--- config.mk ---
export PLATFORM = sky130hd
export DESIGN_NAME = seq_alu
export DESIGN_NICKNAME = d
export VERILOG_FILES = /design/src/rtl/seq_alu.sv
export SDC_FILE = /design/constraint.sdc
export NUM_CORES = 1
export LEC_CHECK = 0
export CAP_MARGIN = 30
export CORE_UTILIZATION = 68
export CTS_BUF_LIST = sky130_fd_sc_hd__clkbuf_4 sky130_fd_sc_hd__clkbuf_8
export DETAILED_ROUTE_END_ITERATION = 7
export DONT_BUFFER_PORTS = 1
export PLACE_DENSITY = 0.84
export REMOVE_ABC_BUFFERS = 1
export SLEW_MARGIN = 10
export SYNTH_ARGS = -nofsm -noshare
export SYNTH_HDL_FRONTEND = slang
export SYNTH_SLANG_ARGS = --single-unit
--- constraint.sdc ---
create_clock -name clk -period 5.02 [get_ports clk]
set_input_delay 1.004 -clock clk [delete_from_list [all_inputs] [get_ports clk]]
set_output_delay 1.004 -clock clk [all_outputs]
set_load 0.05 [all_outputs]
--- src/rtl/seq_alu.sv ---
// seq_alu: multi-cycle ALU. Single-cycle add/sub/logic/shift ops, plus iterative
// signed multiply (shift-add) and divide (restoring) on operand magnitudes.
// R15 carries the product high half or the remainder.
// Optional build macro: SEQ_ALU_DIVZ_EN adds a divz flag that pulses with done
// when a DIV was executed with a zero divisor.
module seq_alu #(
    parameter int WIDTH = 16,
    parameter int SHW   = $clog2(WIDTH)
) (
    input  logic             clk,
    input  logic             rst_n,
    input  logic             start,
    input  logic [WIDTH-1:0] a,
    input  logic [WIDTH-1:0] b,
    input  logic [3:0]       ctrl,
    output logic             busy,
    output logic             done,
    output logic [WIDTH-1:0] res,
`ifdef SEQ_ALU_DIVZ_EN
    output logic             divz,
`endif
    output logic [WIDTH-1:0] R15
);
    localparam int CW = $clog2(WIDTH) + 1;

    typedef enum logic [1:0] {IDLE, CALC, FIX} state_t;

    state_t           state;
    logic             is_div, neg_a, neg_b, bzero;
    logic [WIDTH-1:0] a_r;     // original dividend, returned as remainder on b=0
    logic [WIDTH-1:0] m;       // multiplicand / divisor magnitude
    logic [WIDTH-1:0] acc;     // product high half / partial remainder
    logic [WIDTH-1:0] q;       // multiplier bits / quotient bits
    logic [CW-1:0]    cnt;

    logic [WIDTH-1:0] sc_res, abs_a, abs_b, sra_v;
    logic [SHW-1:0]   sh;
    logic [WIDTH:0]   mul_sum, r2;
    logic [WIDTH-1:0] diff, acc_n, q_n, quot, remv;
    logic [2*WIDTH-1:0] prod, prod_s;
    logic             ge, neg_r;

    assign busy  = (state != IDLE);
    assign sh    = b[SHW-1:0];
    assign abs_a = a[WIDTH-1] ? ('0 - a) : a;
    assign abs_b = b[WIDTH-1] ? ('0 - b) : b;
    assign sra_v = $signed(a) >>> sh;

    // Single-cycle result selection
    always_comb begin
        sc_res = '0;
        case (ctrl)
            4'b0000: sc_res = a + b;
            4'b0001: sc_res = a - b;
            4'b0010: sc_res = a & b;
            4'b0011: sc_res = a | b;
            4'b0100: sc_res = a ^ b;
            4'b0101: sc_res = a << sh;
            4'b0110: sc_res = a >> sh;
            4'b0111: sc_res = sra_v;
            default: sc_res = '0;
        endcase
    end

    // One iteration step; the last step is folded into FIX so the result
    // registers on the WIDTH-th edge after acceptance
    always_comb begin
        mul_sum = {1'b0, acc} + (q[0] ? {1'b0, m} : '0);
        r2      = {acc, q[WIDTH-1]};
        ge      = (r2 >= {1'b0, m});
        diff    = r2[WIDTH-1:0] - m;
        if (is_div) begin
            acc_n = ge ? diff : r2[WIDTH-1:0];
            q_n   = {q[WIDTH-2:0], ge};
        end else begin
            acc_n = mul_sum[WIDTH:1];
            q_n   = {mul_sum[0], q[WIDTH-1:1]};
        end
        neg_r  = neg_a ^ neg_b;
        prod   = {acc_n, q_n};
        prod_s = neg_r ? ('0 - prod) : prod;
        quot   = neg_r ? ('0 - q_n) : q_n;
        remv   = neg_a ? ('0 - acc_n) : acc_n;
    end

    // Control FSM and datapath registers
    always_ff @(posedge clk or negedge rst_n) begin
        if (!rst_n) begin
            state  <= IDLE;
            done   <= 1'b0;
            res    <= '0;
            R15    <= '0;
            is_div <= 1'b0;
            neg_a  <= 1'b0;
            neg_b  <= 1'b0;
            bzero  <= 1'b0;
            a_r    <= '0;
            m      <= '0;
            acc    <= '0;
            q      <= '0;
            cnt    <= '0;
`ifdef SEQ_ALU_DIVZ_EN
            divz   <= 1'b0;
`endif
        end else begin
            done <= 1'b0;
`ifdef SEQ_ALU_DIVZ_EN
            divz <= 1'b0;
`endif
            case (state)
                IDLE: if (start) begin
                    if (ctrl == 4'b1000 || ctrl == 4'b1001) begin
                        state  <= CALC;
                        cnt    <= CW'(WIDTH);
                        is_div <= ctrl[0];
                        neg_a  <= a[WIDTH-1];
                        neg_b  <= b[WIDTH-1];
                        bzero  <= (b == '0);
                        a_r    <= a;
                        acc    <= '0;
                        m      <= ctrl[0] ? abs_b : abs_a;
                        q      <= ctrl[0] ? abs_a : abs_b;
                    end else begin
                        res  <= sc_res;
                        R15  <= '0;
                        done <= 1'b1;
                    end
                end
                CALC: begin
                    acc <= acc_n;
                    q   <= q_n;
                    cnt <= cnt - 1'b1;
                    if (cnt == CW'(2)) state <= FIX;
                end
                FIX: begin
                    if (is_div) begin
                        if (bzero) begin
                            res <= '1;
                            R15 <= a_r;
`ifdef SEQ_ALU_DIVZ_EN
                            divz <= 1'b1;
`endif
                        end else begin
                            res <= quot;
                            R15 <= remv;
                        end
                    end else begin
                        {R15, res} <= prod_s;
                    end
                    cnt   <= '0;
                    done  <= 1'b1;
                    state <= IDLE;
                end
                default: state <= IDLE;
            endcase
        end
    end
endmodule

## Word-level counts from Yosys, hierarchy flattened

Index checks and enable logic that the tools add are counted.

- Reductions and logical operators: 13
- Equality and inequality tests: 16
- Magnitude comparators: 1
- Add/sub/neg operators: 10
- Bitwise logic cells: 4
- Shifts and indexed selects: 3
- Mux-type cells: 38

Operators with widths:

| kind | number |
|---|---|
| 16-bit 2-to-1 mux | 22 |
| 16-bit case mux with 2 select lines | 4 |
| 16-bit case mux with 8 select lines | 1 |
| 1-bit by 16-bit subtractor with 16-bit output, first input constant | 4 |
| 32-bit 2-to-1 mux | 1 |
| 1-bit by 32-bit subtractor with 32-bit output, first input constant | 1 |
| 16-bit subtractor | 2 |
| 16-bit by 16-bit adder with 17-bit output | 1 |
| 17-bit by 16-bit greater-or-equal comparator with 1-bit output | 1 |
| 16-bit adder | 1 |
| 16-bit AND | 1 |
| 4-bit by 3-bit equality test with 1-bit output, second input constant | 4 |
| 16-bit logical NOT | 1 |
| 16-bit bitwise OR | 1 |
| 16-bit by 4-bit << shifter with 16-bit output | 1 |
| 16-bit by 4-bit right shift with 16-bit output | 1 |
| 16-bit by 4-bit >>> shifter with 16-bit output | 1 |
| 16-bit bitwise XOR | 1 |
| 5-bit case mux with 3 select lines | 1 |
| 3-bit AND reduction | 5 |
| 5-bit 2-to-1 mux | 2 |
| 4-bit by 2-bit equality test with 1-bit output, second input constant | 2 |
| 4-bit equality test, second input constant | 2 |
| 2-bit != test, second input constant | 4 |
| other kinds (15) | 20 |

- Output and inout bits: 34
- Word-level logic and storage cells: 98
- Register bits: 108

## Logic depth before layout (Yosys ltp)

- Word-level depth: 8
- Depth in mapped cells: 21

## Worst setup path before layout

Ideal clock, no wire load.

- Kind: in2reg
- From: input port b[0]
- To: register res[13]
- Slack: 0.368 ns
- Data arrival time: 4.510 ns
- Required time: 4.878 ns
- Stages on the path: 18
- Buffers on the path: 3
- Cell sequence: clkbuf_1 inv_1 clkbuf_1 buf_1 ha_1 a21o_1 inv_1 ha_1 nor2b_1 o21ai_0 a21oi_1 o21ai_0 a211oi_1 o21ai_0 a21oi_1 a41o_1 o41ai_1 a31oi_1

- Word-level cells in the longest chain between the ends: 5
- Elaborated cells on any way between the ends: 9
- Those cells by class: 2 x add/sub; 3 x shift; 4 x mux

Ends and longest elaborated chain:

| item | RTL line | RTL |
|---|---|---|
| from (decl) | 14 | `input logic [WIDTH-1:0] b,` |
| 16-bit subtractor (tied with other cells) | 54 | `4'b0001: sc_res = a - b;` |
| 16-bit case mux with 8 select lines (*) | 52 | `case (ctrl)` |
| 16-bit 2-to-1 mux (*) | 112 | `if (ctrl == 4'b1000 \|\| ctrl == 4'b1001) begin` |
| 16-bit 2-to-1 mux (*) | 111 | `IDLE: if (start) begin` |
| 16-bit case mux with 2 select lines (*) | 110 | `case (state)` |
| to (signal assigned) | 124 | `res <= sc_res;` |
| to (signal assigned) | 144 | `res <= quot;` |
| to (signal assigned) | 148 | `{R15, res} <= prod_s;` |
| to (decl) | 18 | `output logic [WIDTH-1:0] res,` |

Every way passes the cells marked *; elsewhere a longest branch is shown, timed or not. The select of a mux whose other input is x is not followed.
A chain may end at the register's enable or synchronous reset.

## Final worst setup path

- From: register acc[7]
- To: register R15[8]

- Word-level cells in the longest chain between the ends: 8
- Elaborated cells on any way between the ends: 13
- Those cells by class: 4 x add/sub; 1 x order compare; 8 x mux

Ends and longest elaborated chain:

| item | RTL line | RTL |
|---|---|---|
| from (decl) | 32 | `logic [WIDTH-1:0] acc;` |
| from (signal assigned) | 130 | `acc <= acc_n;` |
| 16-bit subtractor or 17-bit by 16-bit greater-or-equal comparator with 1-bit output (tied branches) | 71, 70 |  |
| 16-bit 2-to-1 mux | 73 | `acc_n = ge ? diff : r2[WIDTH-1:0];` |
| 16-bit 2-to-1 mux | 72 | `if (is_div) begin` |
| 1-bit by 16-bit subtractor with 16-bit output | 83 | `remv = neg_a ? ('0 - acc_n) : acc_n;` |
| 16-bit 2-to-1 mux | 83 |  |
| 16-bit 2-to-1 mux | 137 | `if (bzero) begin` |
| 16-bit 2-to-1 mux (*) | 136 | `if (is_div) begin` |
| 16-bit case mux with 2 select lines (*) | 110 |  |
| to (signal assigned) | 139 | `R15 <= a_r;` |
| to (signal assigned) | 145 | `R15 <= remv;` |
| to (signal assigned) | 148 |  |
| to (decl) | 22 | `output logic [WIDTH-1:0] R15` |

Every way passes the cells marked *; elsewhere a longest branch is shown, timed or not.

==> metrics <==
Max Slew Vio Count 0; Bufs and invs on worst path 0; setup TNS 0 ns; fraction of registers with async set or reset after synthesis 100.0%; period utilization 91.62%; 1st-iter DRT viols 1334; Layout Utilization 72.53%; CTS tree built; GR Util met2 76.71%; slowest cell delay on critical path 0.43 ns; # DRC 0; HP Class input pin to async pin; Worst R2R Path Depth 16; HPWL Detailed 30.74 mm; cell family with most CP delay compound AO/OA/AOI/OAI gates; Netlist cell types 95; critical path depth 16; Area Growth Syn to Fin 2.556%; register area share after synthesis 22.51%; clock root buffer clkbuf_8; RR Startpoint acc[7]$_DFFE_PN0P_; Worst Path Required 5.32 ns; TritonCTS Buffers 9; Antenna diodes 0; antenna violations before repair 0; Ys Warns 0; post_cts resized 0; average wire per standard cell 23.23 um; Mapped Area 11890 um^2; I/O Buffers 0; detailed-route wire length 40.85 mm; unrepaired setup endpoints after global routing false; gr usage total 46.26%; EDFF count, synth 0; syn_area_per_cell 7.448 um^2; vias in the first global route 12090; Power Density 529.2 nW/um^2; H-tree depth 3; CTS max path bufs 2; M3 GR Usage 9.713%; Slew HR 31.15%; CP Class register to register; largest net degree at the start of global routing 108; Lkg Pwr 5.263 nW; Critical Path End R15[8]$_DFFE_PN0P_; Least-Margin Pin Slew 1.029 ns; post-route ant nets 0; Post-layout nets 1667; Die Ht 134.3 um; I/O pin count 73; via count 12508; setup bufs post-CTS 0; layout cells sized above 1 4.743%; Die X 134.3 um; Crit. End Element register; GPL Wtd Cong 1.032; fillcell total 1427; Final Hold Fails 0; initial core utilization 70.72%; DRT Pass-1 Iters 6; Critical Path Start acc[7]$_DFFE_PN0P_; Top Usage Layer GRT met2; Worst-path clk slew 0.11 ns; Synth top area share 22.51%; clock latency on the worst-skew pair 0.40 ns; slowest CP cell dfrtp_1; std cell rows 47; Mapped Cells 1597; CP max FO 8; MaxCap Viol Count 0; worst r2r dst R15[8]$_DFFE_PN0P_; ys flop type dfrtp_1; Yosys reg bits 107; fin crit period 4.599 ns; first-pass GRT wire length 64.60 mm; via/cell ratio 7.111; Sink Count 107; Worst Path Arrival 4.90 ns; VDD IR max 0.3559 mV; core area 16820 um^2; # setup viols final 0; Worst Skew 0.02375 ns; Max Clock Freq 217.4 MHz; worst reg2reg setup slack 0.42 ns; hold_buf cts 0; top post-synthesis cells by area dfrtp_1 (23%), ha_1 (9.4%), o21ai_0 (7.5%); area of the die 18020 um^2; status completed; cell taking the most area after synthesis dfrtp_1; crit start category register; GRT overflow 0; crit path cell chain ha_1 -> a21o_4 -> a2111oi_4 -> and4b_4 -> or2_1 -> a21oi_2 -> nand2_1 -> a21boi_0 -> ha_1 -> nand3_1 -> nor2_1 -> nand2_1 -> o41ai_2 -> mux2_1 -> and3_1 -> a211oi_1; met1 GRT Util 54.99%
-- layer usage --
layer  wire (um)  share of wire [%]
met1       15160                 37
met3        3899                9.5
met2       19080                 47
met4        2712                6.6
met5           0                  0
-- final cells by class --
class	instances	area, um^2	area share [%]
multi-input combinational	1313	8552	70.11
sequential	107	2679	21.96
inverter	83	311.5	2.554
tap	220	275.3	2.257
timing repair buffer	22	177.7	1.457
clock buffer	9	123.9	1.015
clock inverter	5	78.83	0.6462
-- worst register-to-register path, cell delays in order (launching register included) --
cell	delay, ns
dfrtp_1	0.43
ha_1	0.39
a21o_4	0.27
a2111oi_4	0.31
and4b_4	0.30
or2_1	0.27
a21oi_2	0.09
nand2_1	0.13
a21boi_0	0.39
ha_1	0.27
nand3_1	0.10
nor2_1	0.34
nand2_1	0.19
o41ai_2	0.26
mux2_1	0.35
and3_1	0.18
a211oi_1	0.20
-- worst min-delay path by stage --
stage | from | to | slack, ns | depth (start not counted)
detailed placement | a_r[0]$_DFFE_PN0P_ | a_r[0]$_DFFE_PN0P_ | 0.47 | 2
CTS | rst_n | cnt[2]$_DFFE_PN0P_ | 0.28 | 0
global route | rst_n | cnt[4]$_DFFE_PN0P_ | 0.27 | 0
floorplan | a_r[0]$_DFFE_PN0P_ | a_r[0]$_DFFE_PN0P_ | 0.44 | 2
finish | rst_n | cnt[1]$_DFFE_PN0P_ | 0.28 | 0
global placement | a_r[11]$_DFFE_PN0P_ | a_r[11]$_DFFE_PN0P_ | 0.46 | 2
-- state kept, by name, indices dropped and copies added, names as in the netlist --
name / flops
a_r: 15
is_div: 1
res: 16
bzero: 1
state: 2
m: 16
acc: 16
neg_a: 1
done: 1
q: 16
neg_b: 1
cnt: 5
R15: 16
-- cell usage after synthesis (20+ instances only) --
cell type / count
a211oi_1: 34
a21oi_1: 116
a31oi_1: 21
and2_1: 25
clkbuf_1: 71
dfrtp_1: 107
ha_1: 89
inv_1: 80
mux2i_1: 35
nand2_1: 202
nand3_1: 27
nor2_1: 153
nor3_1: 44
o211ai_1: 20
o21ai_0: 178
xnor2_1: 76
xor2_1: 25
-- power by group --
part	total, mW	switching, mW	internal [mW]
Clock	0.586	0.310	0.276
Sequential	1.94	0.749	1.19
Combinational	3.93	2.51	1.42
-- placed cells by master, fill, tap and decap left out, drive strengths merged, types with 11 or more instances in the layout --
master / instances
o21ai: 188
mux2i: 35
o31ai: 11
a2111oi: 15
o211ai: 22
inv: 82
nor2: 155
xor2: 25
and2: 26
nor3: 46
a21o: 13
o2111ai: 12
a211oi: 35
nand2: 202
and3: 13
or3: 17
xnor2: 76
a22oi: 12
nand3: 28
ha: 89
buf: 22
a31oi: 21
a21oi: 117
dfrtp: 107
-- kinds of logic (layout without fill, tap and decap cells) --
group | count (synthesis) | count (layout) | synth area share (%)
AO/OA/AOI/OAI | 541 | 541 | 30.14
AND/OR/NAND/NOR | 540 | 540 | 20.83
buffers and inverters | 177 | 119 | 5.796
flip-flops | 107 | 107 | 22.51
XOR/XNOR | 101 | 101 | 7.437
adder cells (fa/ha/maj) | 92 | 92 | 9.867
multiplexers | 39 | 39 | 3.419
-- per-stage QoR --
| step | cells | setup slack, ns | hold slack [ns] | area [um^2] | power (mW) |
|---|---|---|---|---|---|
| after floorplan | 1503 | 0.3665 | 0.4413 | 11520 | 4.583 |
| after global placement | 1742 | 0.6708 | 0.4596 | 11960 | 5.565 |
| after detailed placement | 1745 | 0.5073 | 0.4687 | 12000 | 5.693 |
| after CTS | 1759 | 0.4815 | 0.2825 | 12200 | 6.306 |
| after global routing | 1759 | 0.1608 | 0.2723 | 12200 | 6.809 |
| final | 1759 | 0.4208 | 0.2794 | 12200 | 6.455 |
(Power assumes the default switching activity.)
